==> src/rtl/cpu_mem_responder.sv <==
// Memory-side responder for the CPUSystem memory interface: internal RAM served
// with fixed read/write wait-state latency and a one-cycle Mem_Ready completion pulse.
module cpu_mem_responder #(
    parameter int ADDR_W = 8,
    parameter int DATA_W = 8,
    parameter int RD_LAT = 2,
    parameter int WR_LAT = 1
) (
    input  logic              Clock,
    input  logic              Reset,
    input  logic              Mem_CS,
    input  logic              Mem_WR,
    input  logic [ADDR_W-1:0] Address,
    input  logic [DATA_W-1:0] Data_in,
    output logic [DATA_W-1:0] Data_out,
    output logic              Mem_Ready,
    output logic              Mem_Busy
);

    typedef enum logic [1:0] {
        S_IDLE,
        S_WAIT,
        S_HOLD
    } state_t;

    localparam logic [3:0] RD_LOAD = 4'(RD_LAT - 1);
    localparam logic [3:0] WR_LOAD = 4'(WR_LAT - 1);

    state_t            r_state;
    state_t            w_next;
    logic              w_accept;
    logic              w_done;
    logic [3:0]        r_cnt;
    logic              r_wr;
    logic [ADDR_W-1:0] r_addr;
    logic [DATA_W-1:0] r_data;
    logic [DATA_W-1:0] r_dout;
    logic              r_ready;
    logic [DATA_W-1:0] r_mem [2**ADDR_W];

    always_ff @(posedge Clock or negedge Reset) begin
        if (!Reset) r_state <= S_IDLE;
        else        r_state <= w_next;
    end

    always_comb begin
        w_next   = r_state;
        w_accept = 1'b0;
        w_done   = 1'b0;
        case (r_state)
            S_IDLE: begin
                if (!Mem_CS) begin
                    w_accept = 1'b1;
                    w_next   = S_WAIT;
                end
            end
            S_WAIT: begin
                if (r_cnt == '0) begin
                    w_done = 1'b1;
                    w_next = S_HOLD;
                end
            end
            // Waiting for CS to go high keeps a held-low CS from re-triggering.
            S_HOLD: begin
                if (Mem_CS) w_next = S_IDLE;
            end
            default: w_next = S_IDLE;
        endcase
    end

    always_ff @(posedge Clock or negedge Reset) begin
        if (!Reset) begin
            r_cnt   <= '0;
            r_wr    <= 1'b0;
            r_addr  <= '0;
            r_data  <= '0;
            r_dout  <= '0;
            r_ready <= 1'b0;
        end else begin
            r_ready <= w_done;
            if (w_accept) begin
                r_wr   <= Mem_WR;
                r_addr <= Address;
                r_data <= Data_in;
                r_cnt  <= Mem_WR ? WR_LOAD : RD_LOAD;
            end else if (r_state == S_WAIT && !w_done) begin
                r_cnt <= r_cnt - 4'd1;
            end
            if (w_done && !r_wr) r_dout <= r_mem[r_addr];
        end
    end

    // RAM has no reset; an access abandoned by reset never reaches w_done.
    always_ff @(posedge Clock) begin
        if (w_done && r_wr) r_mem[r_addr] <= r_data;
    end

    assign Data_out  = r_dout;
    assign Mem_Ready = r_ready;
    assign Mem_Busy  = (r_state == S_WAIT);

endmodule

==> config.mk <==
export PLATFORM = sky130hd
export DESIGN_NAME = cpu_mem_responder
export DESIGN_NICKNAME = d
export VERILOG_FILES = /design/src/rtl/cpu_mem_responder.sv
export SDC_FILE = /design/constraint.sdc
export NUM_CORES = 2
export LEC_CHECK = 0
export BUFFER_PORTS_ARGS = -buffer_cell sky130_fd_sc_hd__buf_2
export CORE_MARGIN = 2
export CORE_UTILIZATION = 59
export CTS_BUF_LIST = sky130_fd_sc_hd__clkbuf_4 sky130_fd_sc_hd__clkbuf_8
export CTS_CLUSTER_SIZE = 25
export DETAILED_ROUTE_END_ITERATION = 8
export GPL_ROUTABILITY_DRIVEN = 0
export PLACE_DENSITY = 0.78
export SLEW_MARGIN = 20
export SYNTH_ARGS = -nofsm -noshare
export SYNTH_HDL_FRONTEND = slang
export SYNTH_SLANG_ARGS = --single-unit
export TNS_END_PERCENT = 20
==> constraint.sdc <==
create_clock -name Clock -period 3.85 [get_ports Clock]
set_input_delay 0.77 -clock Clock [delete_from_list [all_inputs] [get_ports Clock]]
set_output_delay 0.77 -clock Clock [all_outputs]
set_load 0.02 [all_outputs]
==> qor.yml <==
logic_synthesis:
  synth-edff-count: 2048
  ys_types: 71
  synth_top_area_frac: 0.763
  synth_compound_area_frac: 0.0263
  yosys_warnings: 0
  synth_fp_nets: 3882
  synth_top_family_by_area: "multiplexers"
  ys_ff_latch: 2080
  netlist_instances: 3861
  synthMuxAreaShare: 0.150
  synth_xor_area_frac: 0.000326
  ys_async_sr_fraction: 0.0154
  synthFlopType: "edfxtp_1"
  yosysTopAreaCell: "edfxtp_1"
  avgSynthCellArea_um2: 20.9
  netlist_area_um2: 80600
  yosys.area_share.simple: 0.0344
  ys_seq_area_frac: 0.773
  synth_fa_ha_area_frac: 0.000155
  synth_area_leaders: "edfxtp_1 (76%), mux4_2 (13%), nor2_1 (1.5%)"
routing:
  post_drt_wl_per_cell_um: 33.4
  vias: 44000
  ant_nets: 0
  wl_um: 216000
  dr.pass1.iters: 8
  viasPerCell: 6.81
  drt_iter0_markers: 7293
  drcViolationCount: 0
worst_setup_path:
  r2r_slack_ns: 0.15
  end_kind: "flip-flop"
  critPathTopFamily: "buffers and inverters"
  crit_chain: "buf_12 > buf_12 > buf_4 > mux4_2 > o221ai_1 > o21ai_0 > nor4_1 > a31oi_1 > buf_4 > a31o_1"
  worst_path_max_delay_cell: "nor4_1"
  r2r_end: "Data_out[6]"
  path_class: "reg2reg"
  r2r_cells: 10
  cp-start-kind: "flip-flop"
  path_buf_inv: 4
  path_max_fanout: 21
  r2r-start: "r_addr[0]"
  max_stage_delay_ns: 0.81
  cp.required_ns: 4.76
  cp.arrival_ns: 4.61
placement:
  io_buffers: 29
  pre_cts_ws_ns: 0.289
  dp_hpwl_um: 137000
  postPlaceCellArea_um2: 85600
die:
  core-area_um2: 135000
  start_util: 0.595
  std_cell_rows: 135
  io_pins: 30
  die_area_um2: 140000
  die_x_um: 374
  fp.dieH_um: 374
timing:
  finalCritPeriodShare: 0.961
  tns_ns: 0
  relSlewSlack: 0.320
  setup_ws_ns: 0.150
  skew_ns: 0.0840
  period_minus_slack_ns: 3.70
  report.final.slew_viol_count: 0
  hold_viol: 0
  worst_pin_slew_ns: 1.02
  max_freq_mhz: 270
  setup_violations: 0
  rsz0062_at_grt: "no"
power_and_ir_drop:
  finalPower_uw: 68600
  ir_drop_mv: 0.547
  p_per_area_nw_per_um2: 746
  p_leak_uw: 0.0296
layout:
  final_nets: 4466
  areaGrowthSynthToFinish_pct: 14.0
  drive_gt1_frac: 0.319
  stdcell_area_um2: 91900
  mostFrequentLayoutCells: "edfxtp_1 (2048), mux4_2 (480), buf_4 (396)"
  final_common_cell: "edfxtp_1"
clock_tree:
  clkSlewWorstSetupHoldPaths_ns: 0.06
  htree_levels: 5
  ctsResizeCount: 0
  cts.path.max_buffers: 4
  root_buffer: "clkbuf_8"
  cts_buffers: 333
  cts_tree: "done"
  post-cts-setup-buffers: 0
  cts.sinks: 2080
  cts_hold_buf: 14
  clkLatencyLatePin_ns: 1.04
grt:
  grtUsageTotal: 0.310
  grt_pass1_vias: 43300
  antenna_found_initial: 11
  grt_overflow: 0
  grt.busiest_layer: "met2"
  grt_max_degree: 132
  gr-usage-met3: 0.0956
  grt_util_met1: 0.420
  grtUsageMet2: 0.468
  grt_pass1_wl_um: 307000
hold_path:
  min_to: "r_addr[0]"
  min_path_type: "in2reg"
  worstHoldPathCells: 2
  min-delay-start: "Address[0]"
status:
  status: "completed"
flow_run:
  cap_viol_max_count: 0
synthesized netlist by cell type, drive strengths merged, types with 21 or more instances:
library cell  count
nand2           156
dfrtp            32
mux4            480
a21oi            30
buf             137
o22ai            82
nor2            325
nand3            44
o21ai            25
mux2             21
clkbuf           94
edfxtp         2048
a22oi            52
mux2i           101
layout make-up:
cell class,count,area [µm²]
inverter,7,28.8
timing repair buffer,480,4080
clock buffer,439,5480
antenna,4,10.0
clock inverter,128,656
tap,1781,2230
sequential,2080,62300
fill,8041,43600
multi-input combinational,1543,17000
per-layer routing:
metal,part of all wire,routed length [µm]
met1,0.34,73900
met2,0.46,99300
met3,0.14,30900
met4,0.053,11400
met5,0.00028,61
power breakdown:
part           switching, µW  leakage (µW)  total (µW)  internal (µW)
sequential              1350        0.0188       29800          28500
clock                   8320       0.00327       17800           9480
combinational          13400       0.00757       21000           7570
stage by stage:
step / util / cells / hold slack [ns]
detailed placement: 0.632 / 5877 / 0.513
global placement: 0.632 / 5877 / 0.495
CTS: 0.678 / 6458 / 0.0290
floorplan: - / 3861 / 0.464
finish: 0.678 / 6462 / 0.0852
global route: 0.678 / 6460 / 0.0615
worst max path at each step:
stage / from / endpoint / slack (ns) / cells after the start
after CTS: r_addr[0] / Data_out[6] / 0.26 / 10
after detailed placement: r_addr[0] / Data_out[6] / 0.29 / 10
after floorplan: r_addr[0] / r_mem[102][0] / 0.90 / 11
after global routing: r_cnt[0] / r_mem[226][5] / 0.03 / 9
after global placement: r_addr[0] / Data_out[5] / 0.36 / 9
final: r_addr[0] / Data_out[6] / 0.15 / 10
kinds of logic after synthesis:
logic type | count (synthesis)
AND/OR/NAND/NOR | 635
AO/OA/AOI/OAI | 302
flip-flops | 2080
XOR/XNOR | 3
adder cells (fa/ha/maj) | 1
multiplexers | 602
buffers and inverters | 238
sequential cells by signal, indices dropped and copies added (netlist names):
name       flops
r_mem       2048
Data_out       8
r_addr         8
r_data         8
r_cnt          4
r_state        2
Mem_Ready      1
r_wr           1
(Power assumes the default switching activity.)
